## config.mk

```make
export PLATFORM = sky130hd
export DESIGN_NAME = regfile_dump_reader_flat
export DESIGN_NICKNAME = d
export VERILOG_FILES = /design/src/rtl/regfile_dump_reader_if.sv /design/src/rtl/regfile_dump_reader.sv /design/src/flat_wrapper.sv
export SDC_FILE = /design/constraint.sdc
export NUM_CORES = 1
export LEC_CHECK = 0
export CORE_MARGIN = 4
export CORE_UTILIZATION = 44
export DETAILED_ROUTE_END_ITERATION = 6
export PLACE_DENSITY = 0.84
export REMOVE_ABC_BUFFERS = 1
export SYNTH_ARGS = -nofsm -noshare
export SYNTH_HDL_FRONTEND = slang
export SYNTH_SLANG_ARGS = --single-unit
```

## constraint.sdc

```tcl
create_clock -name clk -period 1.6 [get_ports clk]
set_input_delay 0.24 -clock clk [delete_from_list [all_inputs] [get_ports clk]]
set_output_delay 0.24 -clock clk [all_outputs]
set_load 0.03 [all_outputs]
```

## src/rtl/regfile_dump_reader_if.sv

```systemverilog
// Byte stream (valid/ready) carrying the framed register dump.
// The master drives valid/data/last and the slave returns ready.
interface regfile_dump_reader_if #(
  parameter int DATA_W = 8
);
  logic              out_valid;
  logic              out_ready;
  logic [DATA_W-1:0] out_data;
  logic              out_last;

  modport master (output out_valid, output out_data, output out_last, input out_ready);
  modport slave  (input out_valid, input out_data, input out_last, output out_ready);
endinterface

```

## src/rtl/regfile_dump_reader.sv

```systemverilog
// Walks the register file's second read port and streams a framed dump: header, R0..R(NUM_REGS-1).
// Define REGFILE_DUMP_CHECKSUM_EN to append a modulo-2^DATA_W sum byte after the register bytes.
module regfile_dump_reader #(
  parameter int                NUM_REGS = 4,
  parameter int                ADDR_W   = 3,
  parameter int                DATA_W   = 8,
  parameter logic [DATA_W-1:0] HDR_BYTE = 8'hA5
) (
  input  logic                  clk,
  input  logic                  rst,
  input  logic                  start,
  output logic [ADDR_W-1:0]     rd_addr,
  input  logic [DATA_W-1:0]     rd_data,
  regfile_dump_reader_if.master out_if,
  output logic                  busy,
  output logic                  done
);

  localparam logic [ADDR_W-1:0] LAST_IDX = ADDR_W'(NUM_REGS - 1);

  typedef enum logic [2:0] {
    S_IDLE,
    S_HDR,
    S_READ,
    S_SEND
`ifdef REGFILE_DUMP_CHECKSUM_EN
    , S_CSUM
`endif
  } state_t;

  state_t              state_q, state_d;
  logic [ADDR_W-1:0]   idx_q, idx_d;
  logic [ADDR_W-1:0]   rd_addr_q, rd_addr_d;
  logic                out_valid_q, out_valid_d;
  logic [DATA_W-1:0]   out_data_q, out_data_d;
  logic                out_last_q, out_last_d;
  logic                busy_q, busy_d;
  logic                done_q, done_d;
  logic                xfer;
`ifdef REGFILE_DUMP_CHECKSUM_EN
  logic [DATA_W-1:0]   sum_q, sum_d;
`endif

  assign xfer = out_valid_q && out_if.out_ready;

  always_comb begin
    state_d     = state_q;
    idx_d       = idx_q;
    out_valid_d = out_valid_q;
    out_data_d  = out_data_q;
    out_last_d  = out_last_q;
    done_d      = 1'b0;
`ifdef REGFILE_DUMP_CHECKSUM_EN
    sum_d       = sum_q;
`endif
    case (state_q)
      S_IDLE: begin
        if (start) begin
          state_d     = S_HDR;
          out_data_d  = HDR_BYTE;
          out_valid_d = 1'b1;
          out_last_d  = 1'b0;
          idx_d       = '0;
`ifdef REGFILE_DUMP_CHECKSUM_EN
          sum_d       = '0;
`endif
        end
      end
      S_HDR: begin
        if (xfer) begin
          state_d     = S_READ;
          out_valid_d = 1'b0;
        end
      end
      S_READ: begin
        // rd_data already reflects any same-cycle write forwarded by the register file
        out_data_d  = rd_data;
        out_valid_d = 1'b1;
`ifdef REGFILE_DUMP_CHECKSUM_EN
        out_last_d  = 1'b0;
        sum_d       = sum_q + rd_data;
`else
        out_last_d  = (idx_q == LAST_IDX);
`endif
        state_d     = S_SEND;
      end
      S_SEND: begin
        if (xfer) begin
          out_valid_d = 1'b0;
          out_last_d  = 1'b0;
          if (idx_q == LAST_IDX) begin
`ifdef REGFILE_DUMP_CHECKSUM_EN
            state_d     = S_CSUM;
            out_data_d  = sum_q;
            out_valid_d = 1'b1;
            out_last_d  = 1'b1;
`else
            state_d     = S_IDLE;
            done_d      = 1'b1;
`endif
          end else begin
            idx_d   = idx_q + ADDR_W'(1);
            state_d = S_READ;
          end
        end
      end
`ifdef REGFILE_DUMP_CHECKSUM_EN
      S_CSUM: begin
        if (xfer) begin
          out_valid_d = 1'b0;
          out_last_d  = 1'b0;
          state_d     = S_IDLE;
          done_d      = 1'b1;
        end
      end
`endif
      default: state_d = S_IDLE;
    endcase
    // Outputs are registered, so derive them from the upcoming state
    busy_d    = (state_d != S_IDLE);
    rd_addr_d = (state_d == S_READ) ? idx_d : '0;
  end

  always_ff @(posedge clk) begin
    if (rst) begin
      state_q     <= S_IDLE;
      idx_q       <= '0;
      rd_addr_q   <= '0;
      out_valid_q <= 1'b0;
      out_data_q  <= '0;
      out_last_q  <= 1'b0;
      busy_q      <= 1'b0;
      done_q      <= 1'b0;
`ifdef REGFILE_DUMP_CHECKSUM_EN
      sum_q       <= '0;
`endif
    end else begin
      state_q     <= state_d;
      idx_q       <= idx_d;
      rd_addr_q   <= rd_addr_d;
      out_valid_q <= out_valid_d;
      out_data_q  <= out_data_d;
      out_last_q  <= out_last_d;
      busy_q      <= busy_d;
      done_q      <= done_d;
`ifdef REGFILE_DUMP_CHECKSUM_EN
      sum_q       <= sum_d;
`endif
    end
  end

  assign rd_addr          = rd_addr_q;
  assign out_if.out_valid = out_valid_q;
  assign out_if.out_data  = out_data_q;
  assign out_if.out_last  = out_last_q;
  assign busy             = busy_q;
  assign done             = done_q;

endmodule

```

## src/flat_wrapper.sv

```systemverilog
// flat-port wrapper written by rule: the top's interface ports become plain ports
module regfile_dump_reader_flat 
#(
  parameter int                NUM_REGS = 4,
  parameter int                ADDR_W   = 3,
  parameter int                DATA_W   = 8,
  parameter logic [DATA_W-1:0] HDR_BYTE = 8'hA5
)
  (clk, rst, start, rd_addr, rd_data, busy, done, out_if_out_valid, out_if_out_data, out_if_out_last, out_if_out_ready);
  regfile_dump_reader_if #(.DATA_W(DATA_W)) out_if_i ();
  input  logic clk;
  input  logic rst;
  input  logic start;
  output logic [ADDR_W-1:0] rd_addr;
  input  logic [DATA_W-1:0] rd_data;
  output logic busy;
  output logic done;
  output wire logic [$bits(out_if_i.out_valid)-1:0] out_if_out_valid;
  output wire logic [$bits(out_if_i.out_data)-1:0] out_if_out_data;
  output wire logic [$bits(out_if_i.out_last)-1:0] out_if_out_last;
  input wire logic [$bits(out_if_i.out_ready)-1:0] out_if_out_ready;
  assign out_if_out_valid = out_if_i.out_valid;
  assign out_if_out_data = out_if_i.out_data;
  assign out_if_out_last = out_if_i.out_last;
  assign out_if_i.out_ready = out_if_out_ready;
  regfile_dump_reader #(.NUM_REGS(NUM_REGS), .ADDR_W(ADDR_W), .DATA_W(DATA_W), .HDR_BYTE(HDR_BYTE)) u_core (.clk(clk), .rst(rst), .start(start), .rd_addr(rd_addr), .rd_data(rd_data), .out_if(out_if_i), .busy(busy), .done(done));
endmodule
```

# After elaboration in Yosys (flattened, before gate mapping)
# Cells that the tools add are included.
[classes] n_addsub=1 eq_ne=8 muxes=17 bitwise_logic=3 n_reduce_logical=12
[ops] op="3-bit two-way mux" count=6
[ops] op="8-bit one-hot mux with 2 select lines" count=1
[ops] op="3-bit by 2-bit == test with 1-bit output (second input constant)" count=4
[ops] op="3-bit one-hot mux with 4 select lines" count=1
[ops] op="3-bit nonzero test" count=3
[ops] op="8-bit two-way mux" count=1
[ops] op="1-bit one-hot mux with 3 select lines" count=2
[ops] op="3-bit one-hot mux with 2 select lines" count=1
[ops] op="3-bit AND reduction" count=2
[ops] op="1-bit two-way mux" count=4
[ops] op="2-bit by 1-bit inequality test with 1-bit output (second input constant)" count=2
[ops] op="2-bit OR reduction" count=2
[ops] op="3-bit by 1-bit adder with 3-bit output (second input constant)" count=1
[ops] op="3-bit by 1-bit == test with 1-bit output (second input constant)" count=1
[ops] op="3-bit logical NOT" count=1
[ops] op="1-bit inverter" count=3
[ops] op="3-bit OR reduction" count=1
[ops] op="2-bit two-way mux" count=1
[ops] op="2-bit inequality test (second input constant)" count=1
[ops] op="2-bit AND reduction" count=1
[ops] op="2-bit nonzero test" count=1
[ops] op="1-bit logical AND" count=1
[totals] register_bits=21 out_inout_bits=15 elab_cells=49

# Longest topological paths before layout
[depth] ltp_word=7 ltp_mapped=4

# Worst setup path after synthesis
# No wires, ideal clock.
[synth_timing] kind="register to register" start="register u_core.out_valid_q (netlist: u_core.out_if.out_valid)" end="register u_core.idx_q[0]" arrival_ns=1.319 required_ns=1.530 setup_slack_ns=0.211 stages_incl_launch_ff=4 n_path_buf=0 synth_period_minus_slack_ns=1.389 cell_sequence="dfxtp_1 -> nand4b_4 -> or4_1 -> a21oi_1"
[synth_between] elab_chain_cells=3
[synth_lines] element="start: declaration" line="regfile_dump_reader.sv:34" rtl="logic out_valid_q, out_valid_d;"
[synth_lines] element="start signal: assignment" line="regfile_dump_reader.sv:141" rtl="out_valid_q <= out_valid_d;"
[synth_lines] element="1-bit logical AND" line="regfile_dump_reader.sv:44" rtl="assign xfer = out_valid_q && out_if.out_ready;"
[synth_lines] element="3-bit two-way mux" line="regfile_dump_reader.sv:88" rtl="if (xfer) begin"
[synth_lines] element="3-bit one-hot mux with 2 select lines" line="regfile_dump_reader.sv:56" rtl="case (state_q)"
[synth_lines] element="end signal: assignment" line="regfile_dump_reader.sv:139" rtl="idx_q <= idx_d;"
[synth_lines] element="end: declaration" line="regfile_dump_reader.sv:32" rtl="logic [ADDR_W-1:0] idx_q, idx_d;"
# No other way between the ends.
# A chain may end at the register's enable or synchronous reset.

# Worst setup path after layout
[layout_timing] start="register u_core.out_data_q[6] (netlist: u_core.out_if.out_data[6])" end="output out_if_out_data[6]"
[layout_lines] element="start: declaration" line="regfile_dump_reader.sv:35" rtl="logic [DATA_W-1:0] out_data_q, out_data_d;"
[layout_lines] element="start signal: assignment" line="regfile_dump_reader.sv:142" rtl="out_data_q <= out_data_d;"
[layout_lines] element="end: declaration" line="flat_wrapper.sv:19" rtl="output wire logic [$bits(out_if_i.out_data)-1:0] out_if_out_data;"
# No word-level cell between the ends.

==> reports/qor.csv <==
stage;metric;value;unit
floorplan;core box area;1760;um2
floorplan;# IOs;27;
place;Final HPWL DP;1.53;mm
cells_and_area;nets;142;
outcome;outcome;finished clean;
grt;GR peak layer;met2;
logic_synthesis;cell count after synthesis;98;
sta;RSZ-0062 raised after global routing;no;
drt;DR DRC count;0;
grt;grt met2 use;0.320;
cells_and_area;# diodes;0;
grt;GRT met1 Usage;0.189;
logic_synthesis;synthesis-stage register bit count;21;
setup_path;Max FO, Critical Path;2;
drt;Final ANT Viol Nets;0;
clock_tree;CTS Sinks;21;
floorplan;# rows;15;
clock_tree;clk slew on worst S/H paths;110;ps
logic_synthesis;synth unique cells;28;
pwr;VDD IR max;0.747;mV
setup_path;CP delay by family, top;buffers and inverters;
min_path;class of the worst hold path;reg2reg;
setup_path;Critical path buffers and inverters;1;
pwr;PwrDens;775;nW/um2
clock_tree;CTS root buf;clkbuf_4;
setup_path;WP data required;1360;ps
run;max_cap viols;0;
sta;fmax;0.643;GHz
place;# port buffers;26;
setup_path;CP Cell Sequence;clkdlybuf4s50_1;
sta;Slew Viols, Final;0;
clock_tree;post-cts hold buffer count;0;
floorplan;Die Span Y;51.7;um
drt;DR vias/cell;5.22;
grt;GRT Overall Usage;0.170;
cells_and_area;Final Cell Area;1180;um2
setup_path;CP max stage delay;670;ps
place;Placed Area;1140;um2
cells_and_area;layout cells sized above 1;0.0859;
drt;Vias;799;
drt;DRT iter0 DRCs;7;
setup_path;CP Class;reg2out;
setup_path;CP arrival;1310;ps
logic_synthesis;YS warnings;0;
setup_path;Critical Path Source Type;flop;
drt;wire per inst;13.3;um
clock_tree;Post-CTS Setup Repair Bufs;0;
setup_path;crit end category;output port;
floorplan;Initial Util;0.475;
clock_tree;H-tree levels;1;
drt;final wirelength;2.04;mm
grt;initial antenna violation count;0;
cells_and_area;Filler cells;151;
clock_tree;Worst-Skew Late Latency;300;ps
grt;vias in the first global route;762;
grt;GR Overflow Total;0;
logic_synthesis;Post-synth EDFFs;0;
sta;Worst Skew;1.07;ps
clock_tree;CTS tree;yes;
sta;final worst path period share;0.971;
drt;drt pass-1 iters;4;
clock_tree;Max Root-Sink Buffers;2;
grt;first-pass GRT wire length;3.42;mm
setup_path;Worst path slowest cell;clkdlybuf4s50_1;
logic_synthesis;main flop type after synthesis;dfxtp_1;
logic_synthesis;async set-or-reset flop fraction in the synthesized netlist;0;
sta;setup TNS;0;ps
pwr;Static Leak;0.543;nW
grt;largest net degree at the start of global routing;12;
floorplan;Die Wd;51.7;um
place;Placer Congestion;0.864;
grt;met3 usage;0.0372;
logic_synthesis;Mapped Avg Cell Area;8.55;um2
sta;Setup-failing EPs final;0;
logic_synthesis;post-synthesis sequential area ratio;0.501;
clock_tree;total CTS buffers;3;
sta;minimum clock period;1550;ps
floorplan;DIE AREA;2670;um2
cells_and_area;Area growth syn-to-layout;41.0;%
logic_synthesis;netlist area before placement;838;um2
sta;Final Hold Viols;0;
## metrics by stage
stage	setup WS (ps)	instances	utilization	power [mW]	hold slack, ps
after CTS	11.0	153	0.659	0.919	463
after floorplan	211	95	-	0.606	309
after global routing	2.75	153	0.670	0.959	485
after detailed placement	9.97	149	0.645	0.673	448
final	45.8	153	0.670	0.916	465
after global placement	32.1	149	0.645	0.670	449
## Yosys cell counts, drive strengths merged, types with 2 or more instances
library cell	n	area (um2)
dfxtp	21	420
a21oi	15	75.1
nand2	12	45.0
nor2	12	45.0
o21ai	7	35.0
nor3	4	20.0
or2	4	25.0
clkbuf	2	7.51
inv	2	7.50
o31ai	2	15.0
or3	2	12.5
or4	2	15.0
## layer usage
| metal | share of wire | wire length (um) |
|---|---|---|
| met5 | 0 | 0 |
| met4 | 0.0079 | 16 |
| met3 | 0.055 | 111 |
| met2 | 0.51 | 1040 |
| met1 | 0.42 | 863 |
## layout make-up
type / count / area, um2 / area share
flip-flops and latches: 21 / 420 / 0.356
multi-input cells: 72 / 395 / 0.334
repair buffers: 29 / 302 / 0.255
well taps: 25 / 31.3 / 0.0265
clock buffers: 4 / 26.3 / 0.0222
inverters: 2 / 7.51 / 0.00635
## registers in the layout (all words and copies together), names as in the netlist
signal and cells:
u_core.out_if.out_last 1, u_core.busy 1, u_core.out_if.out_valid 1, u_core.done 1, u_core.idx_q 3, u_core.state_q 3
u_core.rd_addr 3, u_core.out_if.out_data 8
## cells by family after synthesis
| group | synth area share |
|---|---|
| and+or+nand+nor | 0.273 |
| adders and majority gates | 0.0149 |
| other | 0.00447 |
| AOI/OAI and AO/OA | 0.179 |
| DFF | 0.501 |
| buffers and inverters | 0.0269 |
## power breakdown
part | internal (mW) | switching (mW)
clock | 0.0972 | 0.160
combinational | 0.0547 | 0.0573
sequential | 0.536 | 0.0118
## path summary, 6_finish.rpt
kind                                                 from            endpoint  slack, ps  cells past startpoint
worst max-delay path            u_core.out_if.out_data[6]  out_if_out_data[6]         50                      1
worst min-delay path                      u_core.idx_q[2]   u_core.rd_addr[2]        460                      2
worst max register to register            u_core.idx_q[0]     u_core.idx_q[1]        210                      4
worst min register to register            u_core.idx_q[2]   u_core.rd_addr[2]        460                      2
## repair_timing
| item | 4_1_cts | 5_1_grt |
|---|---|---|
| endpoints found under the hold margin | 0 | 0 |
| gates resized for setup | 1 | 8 |
| endpoints found under the setup margin | 1 | 8 |
## layout by cell type, fill, tap and decap left out, drive strengths merged
cell type,n
a21boi,1
a21oi,15
a31o,1
buf,3
clkbuf,4
clkdlybuf4s50,17
conb,1
dfxtp,21
dlygate4sd2,1
dlymetal6s2s,8
ha,1
inv,2
nand2,12
nand3,1
nand3b,1
nand4b,1
nor2,12
nor2b,1
nor3,4
nor3b,1
o21ai,7
o221ai,1
o31ai,2
or2,4
or2b,1
or3,2
or3b,1
or4,2
Power figures use the tool's default switching activity.
